### src/rtl/fifo_wr_arbiter_pkg.sv
// rtl/fifo_wr_arbiter_pkg.sv - shared state encoding and FIFO word layout for fifo_wr_arbiter
package fifo_wr_arbiter_pkg;

  typedef enum logic [1:0] {
    IDLE    = 2'd0,
    XFER    = 2'd1,
    DISCARD = 2'd2
  } arbState_t;

  // FIFO word is {id, last, data}; offsets depend only on the payload width.
  localparam int DATA_LSB = 0;

  function automatic int lastBit(input int dataW);
    return dataW;
  endfunction

  function automatic int idLsb(input int dataW);
    return dataW + 1;
  endfunction

endpackage

### src/rtl/fifo_wr_arbiter_if.sv
// rtl/fifo_wr_arbiter_if.sv - source beat handshake and FIFO write port bundle
interface fifo_wr_arbiter_if #(
  parameter int pN_REQ  = 4,
  parameter int pDATA_W = 8
);
  localparam int pID_W       = $clog2(pN_REQ);
  localparam int pFIFO_WIDTH = pDATA_W + 1 + pID_W;

  logic [pN_REQ-1:0]         ireq_valid;
  logic [pN_REQ-1:0]         ireq_last;
  logic [pN_REQ*pDATA_W-1:0] ireq_data;
  logic [pN_REQ-1:0]         oreq_ready;
  logic                      ififo_full;
  logic                      ofifo_wr;
  logic [pFIFO_WIDTH-1:0]    ofifo_data;

  // master: sources plus FIFO status; slave: the arbiter
  modport master (
    output ireq_valid, ireq_last, ireq_data, ififo_full,
    input  oreq_ready, ofifo_wr, ofifo_data
  );

  modport slave (
    input  ireq_valid, ireq_last, ireq_data, ififo_full,
    output oreq_ready, ofifo_wr, ofifo_data
  );

endinterface

### src/rtl/fifo_wr_arbiter_rr_pick.sv
// rtl/fifo_wr_arbiter_rr_pick.sv - combinational round-robin search for the first valid requester
module fifo_wr_arbiter_rr_pick #(
  parameter  int pN_REQ = 4,
  localparam int pID_W  = $clog2(pN_REQ)
) (
  input  logic [pN_REQ-1:0] ireq,
  input  logic [pID_W-1:0]  irrPtr,
  output logic              ofound,
  output logic [pID_W-1:0]  oidx
);

  int                cand;
  logic [pID_W-1:0]  candIdx;

  // Search starts one past the last served source so it gets lowest priority.
  always_comb begin
    ofound  = 1'b0;
    oidx    = '0;
    cand    = 0;
    candIdx = '0;
    for (int i = 1; i <= pN_REQ; i++) begin
      cand    = (int'(irrPtr) + i) % pN_REQ;
      candIdx = pID_W'(cand);
      if (!ofound && ireq[candIdx]) begin
        ofound = 1'b1;
        oidx   = candIdx;
      end
    end
  end

endmodule

### src/rtl/fifo_wr_arbiter.sv
// rtl/fifo_wr_arbiter.sv - packet-granular round-robin arbiter for the packet FIFO write port
module fifo_wr_arbiter
  import fifo_wr_arbiter_pkg::*;
#(
  parameter  int pN_REQ   = 4,
  parameter  int pDATA_W  = 8,
  parameter  int pMAX_LEN = 64,
  localparam int pID_W    = $clog2(pN_REQ)
) (
  input  logic              iclk,
  input  logic              ireset_n,
  fifo_wr_arbiter_if.slave  bus,
  output logic [pID_W-1:0]  ogrant_id,
  output logic              obusy,
  output logic              oerr_trunc
);

  localparam int pFIFO_WIDTH = pDATA_W + 1 + pID_W;
  localparam int CNT_W       = $clog2(pMAX_LEN + 1);
  localparam int LAST_POS    = lastBit(pDATA_W);
  localparam int ID_LSB      = idLsb(pDATA_W);
  localparam logic [CNT_W-1:0] LAST_CNT = CNT_W'(pMAX_LEN - 1);

  arbState_t             state, nextState;
  logic [pID_W-1:0]      grant, nextGrant;
  logic [pID_W-1:0]      rrPtr, nextRrPtr;
  logic [CNT_W-1:0]      beatCnt, nextBeatCnt;
  logic                  truncPulse, nextTrunc;

  logic                  pickFound;
  logic [pID_W-1:0]      pickIdx;
  logic                  gValid, gLast, gReady, effLast, accept, atLimit;
  logic [pDATA_W-1:0]    gData;
  logic [pFIFO_WIDTH-1:0] fifoWord;

  fifo_wr_arbiter_rr_pick #(
    .pN_REQ (pN_REQ)
  ) uPick (
    .ireq   (bus.ireq_valid),
    .irrPtr (rrPtr),
    .ofound (pickFound),
    .oidx   (pickIdx)
  );

  always_comb begin
    gValid = 1'b0;
    gLast  = 1'b0;
    gData  = '0;
    for (int k = 0; k < pN_REQ; k++) begin
      if (grant == pID_W'(k)) begin
        gValid = bus.ireq_valid[k];
        gLast  = bus.ireq_last[k];
        gData  = bus.ireq_data[k*pDATA_W +: pDATA_W];
      end
    end
  end

  assign atLimit = (beatCnt == LAST_CNT);
  assign effLast = gLast | atLimit;

  // DISCARD drains the owner regardless of FIFO space since nothing is written.
  always_comb begin
    gReady = 1'b0;
    case (state)
      XFER:    gReady = ~bus.ififo_full;
      DISCARD: gReady = 1'b1;
      default: gReady = 1'b0;
    endcase
  end

  assign accept = gValid & gReady;

  always_comb begin
    bus.oreq_ready = '0;
    for (int k = 0; k < pN_REQ; k++) begin
      bus.oreq_ready[k] = gReady && (grant == pID_W'(k));
    end
  end

  assign bus.ofifo_wr = (state == XFER) & gValid & ~bus.ififo_full;

  always_comb begin
    fifoWord                         = '0;
    fifoWord[DATA_LSB +: pDATA_W]    = gData;
    fifoWord[LAST_POS]               = effLast;
    fifoWord[ID_LSB +: pID_W]        = grant;
  end

  assign bus.ofifo_data = fifoWord;

  always_comb begin
    nextState   = state;
    nextGrant   = grant;
    nextRrPtr   = rrPtr;
    nextBeatCnt = beatCnt;
    nextTrunc   = 1'b0;
    case (state)
      IDLE: begin
        if (pickFound) begin
          nextGrant   = pickIdx;
          nextBeatCnt = '0;
          nextState   = XFER;
        end
      end
      XFER: begin
        if (accept) begin
          nextBeatCnt = beatCnt + CNT_W'(1);
          if (gLast) begin
            nextState = IDLE;
            nextRrPtr = grant;
          end else if (atLimit) begin
            nextState = DISCARD;
            nextTrunc = 1'b1;
          end
        end
      end
      DISCARD: begin
        if (accept && gLast) begin
          nextState = IDLE;
          nextRrPtr = grant;
        end
      end
      default: nextState = IDLE;
    endcase
  end

  // A reset mid-packet simply abandons it; the FIFO never sees a forced last.
  always_ff @(posedge iclk) begin
    if (!ireset_n) begin
      state      <= IDLE;
      rrPtr      <= pID_W'(pN_REQ - 1);
      grant      <= '0;
      beatCnt    <= '0;
      truncPulse <= 1'b0;
    end else begin
      state      <= nextState;
      rrPtr      <= nextRrPtr;
      grant      <= nextGrant;
      beatCnt    <= nextBeatCnt;
      truncPulse <= nextTrunc;
    end
  end

  assign ogrant_id  = grant;
  assign obusy      = (state != IDLE);
  assign oerr_trunc = truncPulse;

endmodule
### src/flat_wrapper.sv
// flat-port wrapper written by rule: the top's interface ports become plain ports
module fifo_wr_arbiter_flat import fifo_wr_arbiter_pkg::*;
#(
  parameter  int pN_REQ   = 4,
  parameter  int pDATA_W  = 8,
  parameter  int pMAX_LEN = 64,
  localparam int pID_W    = $clog2(pN_REQ)
)
  (iclk, ireset_n, ogrant_id, obusy, oerr_trunc, bus_ireq_valid, bus_ireq_last, bus_ireq_data, bus_ififo_full, bus_oreq_ready, bus_ofifo_wr, bus_ofifo_data);
  fifo_wr_arbiter_if #(.pN_REQ(pN_REQ), .pDATA_W(pDATA_W)) bus_i ();
  input  logic iclk;
  input  logic ireset_n;
  output logic [pID_W-1:0] ogrant_id;
  output logic obusy;
  output logic oerr_trunc;
  input wire logic [$bits(bus_i.ireq_valid)-1:0] bus_ireq_valid;
  input wire logic [$bits(bus_i.ireq_last)-1:0] bus_ireq_last;
  input wire logic [$bits(bus_i.ireq_data)-1:0] bus_ireq_data;
  input wire logic [$bits(bus_i.ififo_full)-1:0] bus_ififo_full;
  output wire logic [$bits(bus_i.oreq_ready)-1:0] bus_oreq_ready;
  output wire logic [$bits(bus_i.ofifo_wr)-1:0] bus_ofifo_wr;
  output wire logic [$bits(bus_i.ofifo_data)-1:0] bus_ofifo_data;
  assign bus_i.ireq_valid = bus_ireq_valid;
  assign bus_i.ireq_last = bus_ireq_last;
  assign bus_i.ireq_data = bus_ireq_data;
  assign bus_i.ififo_full = bus_ififo_full;
  assign bus_oreq_ready = bus_i.oreq_ready;
  assign bus_ofifo_wr = bus_i.ofifo_wr;
  assign bus_ofifo_data = bus_i.ofifo_data;
  fifo_wr_arbiter #(.pN_REQ(pN_REQ), .pDATA_W(pDATA_W), .pMAX_LEN(pMAX_LEN)) u_core (.iclk(iclk), .ireset_n(ireset_n), .bus(bus_i), .ogrant_id(ogrant_id), .obusy(obusy), .oerr_trunc(oerr_trunc));
endmodule
### config.mk
export PLATFORM = sky130hd
export DESIGN_NAME = fifo_wr_arbiter_flat
export DESIGN_NICKNAME = d
export VERILOG_FILES = /design/src/rtl/fifo_wr_arbiter_pkg.sv /design/src/rtl/fifo_wr_arbiter_if.sv /design/src/rtl/fifo_wr_arbiter_rr_pick.sv /design/src/rtl/fifo_wr_arbiter.sv /design/src/flat_wrapper.sv
export SDC_FILE = /design/constraint.sdc
export NUM_CORES = 1
export LEC_CHECK = 0
export BUFFER_PORTS_ARGS = -buffer_cell sky130_fd_sc_hd__buf_2
export CAP_MARGIN = 20
export CELL_PAD_IN_SITES_DETAIL_PLACEMENT = 1
export CELL_PAD_IN_SITES_GLOBAL_PLACEMENT = 1
export CORE_AREA = 2 2 66 68
export CTS_BUF_LIST = sky130_fd_sc_hd__clkbuf_8 sky130_fd_sc_hd__clkbuf_16
export CTS_CLUSTER_SIZE = 30
export DETAILED_ROUTE_END_ITERATION = 12
export DIE_AREA = 0 0 68 70
export HOLD_SLACK_MARGIN = 0.12
export PLACE_DENSITY_LB_ADDON = 0.1
export SKIP_CTS_REPAIR_TIMING = 1
export SYNTH_ARGS = -nofsm -noshare
export SYNTH_HDL_FRONTEND = slang
export SYNTH_SLANG_ARGS = --single-unit
### constraint.sdc
create_clock -name iclk -period 1.7 [get_ports iclk]
set_input_delay 0.17 -clock iclk [delete_from_list [all_inputs] [get_ports iclk]]
set_output_delay 0.17 -clock iclk [all_outputs]
set_load 0.02 [all_outputs]
==> key figures, run 1 <==
Final layout
  • Proportion of layout cells with a drive suffix above 1: 63.0%
  • Area grow syn2layout: 61.5%
  • Final design utilization: 42.3%
  • Fin nets: 232
  • Design area: 1750 um^2
  • N_diodes: 0
  • # fillers: 494

Pwr
  • Peak supply drop: 0.579 mV
  • Comb pwr share: 63.6%
  • Seq pwr share: 19.8%
  • Internal Power: 0.00122 W
  • Leak: 0.803 nW
  • Power Total: 0.00204 W
  • Psw: 0.000824 W
  • Sw Share: 40.4%
  • Clk pwr share: 16.6%
  • Power Density: 1160 nW/um^2

Yosys
  • Synth Cell Area: 1090 um^2
  • Syn Inst Count: 110
  • Leading area contributor after synthesis: dfxtp_1
  • Synth area leaders: dfxtp_1 26%, mux4_2 21%, ha_1 4.6%
  • #FFs+latches synth: 14
  • Post-synth cell types: 39
  • Synth Net Count: 157
  • Avg Cell Area, Syn: 9.87 um^2
  • Sequential share of the synthesized area: 25.8%
  • Synth Warn #: 0
  • Area share of the largest cell type after synthesis: 25.8%

Die
  • Initial Util: 26.2%
  • I/O Pins: 63
  • Die W: 68 um
  • FP Rows: 24
  • Die ar.: 4760 um^2
  • Core footprint: 4140 um^2
  • Die Y: 70 um

Clocking
  • Num CTS Buffers: 3
  • H-tree depth: 1
  • CTS root buf: clkbuf_8
  • Longest Clk Path Bufs: 2
  • Clock Sinks: 14
  • Clock latency on the worst-skew pair: 0.25 ns
  • Clk slew on worst S/H paths: 0.07 ns
  • CTS tree: built

Drt
  • Drt wl/cell: 15.8 um
  • Drt first pass iters: 4
  • Drt drc: 0
  • DRT antenna net count: 0
  • Vias per std cell: 5.09
  • First DRT Iteration DRCs: 34
  • Via count: 1201
  • Routed WL: 3740 um

Global route
  • Tot GR Track Use: 15.1%
  • Vias in the first global route: 1247
  • First-pass GRT wire length: 5540 um
  • Initial antenna violation count: 0
  • Gr ovfl total: 0
  • Largest net degree at the start of global routing: 17

Timing
  • Tcrit/Tclk final: 102%
  • Setup_tns: -0.0910 ns
  • Pins Over Slew Limit: 0
  • Slew margin rel.: 69.4%
  • Final worst-path setup slack: -0.0396 ns
  • Worst Skew: 0.00896 ns
  • Unrepaired setup endpoints after global routing: yes
  • Fin crit period: 1.74 ns
  • Final Setup Violations: 5
  • Fmax achieved: 575 MHz
  • Fin. Hold Viols: 0
  • Tightest Pin Transition: 0.454 ns

Worst setup path
  • Critical Path RT: 1.53 ns
  • R2R Setup Slk: -0.02 ns
  • Crit Reg-Reg Startpoint: u_core.state[1]
  • CP Class: flop to output pin
  • Reg2Reg Depth: 8
  • CP max FO: 4
  • Critical path arrival: 1.57 ns
  • Startpoint type of the worst setup path: flop
  • Worst r2r dst: u_core.beatCnt[4]
  • CP Capture Type: output pin

Place
  • DP Wirelength: 2990 um
  • Port Buf Inserts: 62
  • DP Area: 1520 um^2
  • GPL Wtd Cong: 0.746
  • Pre-CTS WS: -0.187 ns

Run status
  • Failing checks: setup timing
  • Run status: complete, but fails checks

Worst hold path
  • Hold depth: 2
  • Worst hold path endpoint: u_core.rrPtr[1]
  • Worst hold path type: input pin to flop
  • Hold Startpoint: ireset_n

Run
  • Max cap viols: 0
power groups by stage:
stage,clock network [W],logic [W],registers (W)
floorplan,0,0.000695,0.000407
global placement,0,0.00104,0.000399
detailed placement,0,0.00105,0.000401
CTS,0.000354,0.00106,0.000394
global route,0.000366,0.00140,0.000410
finish,0.000339,0.00130,0.000404
cells by family (layout without fill, tap and decap cells):
group,after synthesis,count (layout),share of synthesized area [%]
AOI/OAI and AO/OA,26,26,18.5
muxes,14,14,24.4
buffers and inverters,16,90,7.60
xor gates and xnor gates,4,4,3.23
and+or+nand+nor,32,32,15.8
adders and majority gates,4,4,4.61
DFF,14,14,25.8
through the flow:
step	hold WS, ns	std cells
2_1_floorplan	0.370	110
3_3_place_gp	0.423	230
3_5_place_dp	0.419	230
4_1_cts	0.163	234
5_1_grt	0.175	236
6_report	0.161	236
sequential cells by signal, summed over array words and instances (netlist names):
name	cells
u_core.state	2
u_core.oerr_trunc	1
u_core.beatCnt	7
u_core.ogrant_id	2
u_core.rrPtr	2
layer usage:
layer	part of all wire [%]	track usage (%)	up-vias
li1	-	-	564
met1	39	16.9	575
met2	48	27.3	57
met3	11	3.22	5
met4	1.3	5.33	0
met5	0	0	-
placed cells by master, fill, tap and decap left out, types with 2 or more instances in the layout:
cell type,count
nand3b_1,2
o2111ai_2,2
nor3_1,3
nor3b_2,2
buf_6,7
dfxtp_2,2
a21oi_1,3
buf_2,55
o21ai_0,3
and3_1,2
dfxtp_1,10
clkbuf_8,4
nor2_2,2
xor2_1,3
dfxtp_4,2
o21ai_2,2
mux4_2,10
buf_4,16
nand2_1,7
o21ai_1,3
nor4_1,2
inv_1,6
mux2i_1,4
nor2_1,6
ha_4,3
cells in the mapped netlist (all sizes together):
cell,instances
dfxtp,14
mux4,10
o21ai,9
nor2,8
buf,7
inv,7
nand2,7
ha,4
mux2i,4
a21oi,3
nor3,3
nor3b,3
xor2,3
and3,2
clkbuf,2
nand3b,2
nor2b,2
nor4,2
o2111a,2
o2111ai,2
a21o,1
a221oi,1
a22o,1
a22oi,1
a2bb2oi,1
a31o,1
a31oi,1
and2,1
and4,1
nand3,1
o211ai,1
o22ai,1
o41ai,1
xnor2,1
worst max path at each step:
stage                         from  cells past startpoint                end
2_1_floorplan      u_core.state[1]                      5  bus_oreq_ready[1]
3_5_place_dp       u_core.state[1]                      7    u_core.state[1]
5_1_grt        u_core.ogrant_id[0]                      5    u_core.state[1]
6_report       u_core.ogrant_id[0]                      3  bus_ofifo_data[8]
3_3_place_gp       u_core.state[0]                      6    u_core.state[1]
4_1_cts            u_core.state[1]                      7  bus_oreq_ready[3]
worst max-delay path, stage by stage (launching register included):
cell     delay, ns
dfxtp_4       0.36
mux4_2        0.58
a31o_4        0.25
buf_6         0.13
area by class of cell:
cell class	instances	area (um^2)	share of cell area, %
multi-input combinational	80	823	46.9
timing repair buffer	79	494	28.2
sequential	14	290	16.5
tap	52	65.1	3.71
clock buffer	4	55.1	3.14
inverter	7	26.3	1.50
Note: power is estimated with default switching activity, not from simulation.
==> inputs of run 2 (changes only) <==
- GPL_TIMING_DRIVEN: unset -> 0
==> key figures, run 2 (synthesis gave the netlist of run 1 again) <==
Global route
  • Initial antenna violation count: 0 (unchanged)
  • Tot GR Track Use: 14.2% (-0.96 points)
  • Gr ovfl total: 0 (unchanged)
  • Largest net degree at the start of global routing: 11 (-6)
  • First-pass GRT wire length: 5060 um (-8.6%)
  • Vias in the first global route: 1177 (-5.6%)

Timing
  • Final worst-path setup slack: -0.226 ns (-0.187 ns)
  • Fin. Hold Viols: 0 (unchanged)
  • Final Setup Violations: 13 (+8)
  • Unrepaired setup endpoints after global routing: yes
  • Tightest Pin Transition: 0.553 ns (+0.0994 ns)
  • Worst hold slack: 0.219 ns (+0.0586 ns)
  • Worst Skew: 0.000977 ns (-0.00799 ns)
  • Tcrit/Tclk final: 113% (+11 points)
  • Slew margin rel.: 62.7% (-6.7 points)
  • Fin crit period: 1.93 ns (+0.187 ns)
  • Setup_tns: -1.52 ns (-1.43 ns)
  • Fmax achieved: 519 MHz (-9.7%)
  • Pins Over Slew Limit: 0 (unchanged)

Clocking
  • Longest Clk Path Bufs: 2 (unchanged)
  • Clock Sinks: 14 (unchanged)
  • Clk slew on worst S/H paths: 0.06 ns (about the same)
  • H-tree depth: 1 (unchanged)
  • Num CTS Buffers: 3 (unchanged)
  • Clock latency on the worst-skew pair: 0.25 ns (about the same)
  • CTS root buf: clkbuf_8
  • CTS tree: built

Final layout
  • N_diodes: 0 (unchanged)
  • Most frequent cells in the layout: 56 x buf_2, 15 x buf_4, 10 x mux4_2, 10 x dfxtp_1
  • Non-Filler Instances: 238 (+0.85%)
  • Area grow syn2layout: 61.9%
  • Largest register FFs: 7 (unchanged)
  • Commonest non-fill, non-tap cell in the layout: buf_2
  • Proportion of layout cells with a drive suffix above 1: 62.9% (-0.14 points)
  • Largest Register: u_core.beatCnt
  • # fillers: 511 (+3.4%)
  • Fin nets: 234 (+0.86%)
  • Final design utilization: 42.4% (+0.091 points)

Die
  • Die Y: 70 um (unchanged)
  • Core footprint: 4140 um^2 (unchanged)
  • I/O Pins: 63 (unchanged)
  • Initial Util: 26.2% (unchanged)
  • Die W: 68 um (unchanged)
  • Die ar.: 4760 um^2 (unchanged)
  • FP Rows: 24 (unchanged)

Drt
  • Drt first pass iters: 4 (unchanged)
  • DRT antenna net count: 0 (unchanged)
  • Drt drc: 0 (unchanged)
  • First DRT Iteration DRCs: 15 (-56%)
  • Via count: 1191 (-0.83%)
  • Vias per std cell: 5.00 (-1.7%)
  • Routed WL: 3780 um (+1.1%)
  • Drt wl/cell: 15.9 um (+0.22%)

Worst setup path
  • Crit-path most repeated cell: buf_6
  • Critical Path RT: 1.53 ns (about the same)
  • Kind of cell adding the most delay to the critical path: multiplexers
  • Worst path cell trace: buf_6 > mux4_2 > a31o_4 > buf_6 > buf_6
  • Slowest CP cell: mux4_2
  • CP Capture Type: output pin
  • Startpoint type of the worst setup path: flop
  • Critical path arrival: 1.76 ns (+0.19 ns)
  • Max stage delay on crit path: 0.57 ns (about the same)
  • CP Buf/Inv Count: 3 (+2)
  • CP Class: flop to output pin
  • CP max FO: 6 (+2)

Run status
  • Failing checks: setup timing
  • Run status: complete, but fails checks

Pwr
  • Leak: 0.811 nW (+0.95%)
  • Power Density: 1160 nW/um^2 (-0.67%)
  • Peak supply drop: 0.550 mV (-5.0%)

Worst hold path
  • Worst hold path type: input pin to flop

Place
  • GPL Wtd Cong: 0.746 (about the same)
  • Placed cells: 223 (-3.0%)
  • DP Wirelength: 2820 um (-5.6%)
  • Port Buf Inserts: 61 (-1.6%)

Run
  • Max cap viols: 0 (unchanged)
-- run 2: layout make-up --
cell class	count	area, um^2	area share (%)
plain buffers	8	55.1	3.13
clock buffers	4	55.1	3.13
repair buffers	73	429	24.4
multi-input cells	80	840	47.8
inverters	7	26.3	1.49
well taps	52	65.1	3.70
flip-flops and latches	14	288	16.4
-- run 2: layer usage --
metal	share of wire (%)	up-vias	wire, um	track usage, %
li1	-	566	-	-
met1	40	565	1500	15.0
met2	48	56	1830	25.6
met3	11	4	399	3.54
met4	1.4	0	52	6.00
met5	0	-	0	0
-- run 2: stage by stage --
step	setup slack, ns	instance area [um^2]	total power [W]
floorplan	-0.102	1090	0.00110
global placement	-0.263	1460	0.00136
detailed placement	-0.348	1460	0.00139
CTS	-0.640	1520	0.00174
global route	-0.316	1760	0.00216
finish	-0.226	1760	0.00203
-- run 2: path summary, 6_finish.rpt --
kind | depth (start not counted) | start | to | slack, ns
worst min-delay path | 2 | ireset_n | u_core.rrPtr[1] | 0.22
worst max-delay path | 5 | u_core.ogrant_id[0] | bus_ofifo_data[8] | -0.23
worst max register to register | 7 | u_core.ogrant_id[0] | u_core.state[0] | -0.19
worst min register to register | 1 | u_core.beatCnt[6] | u_core.oerr_trunc | 0.43
-- run 2: where the power goes --
group / switching, W / internal, W / total, W / leakage [nW]
registers: 0.0000352 / 0.000368 / 0.000403 / 0.115
clock network: 0.000130 / 0.000206 / 0.000335 / 0.0288
logic: 0.000672 / 0.000620 / 0.00129 / 0.667
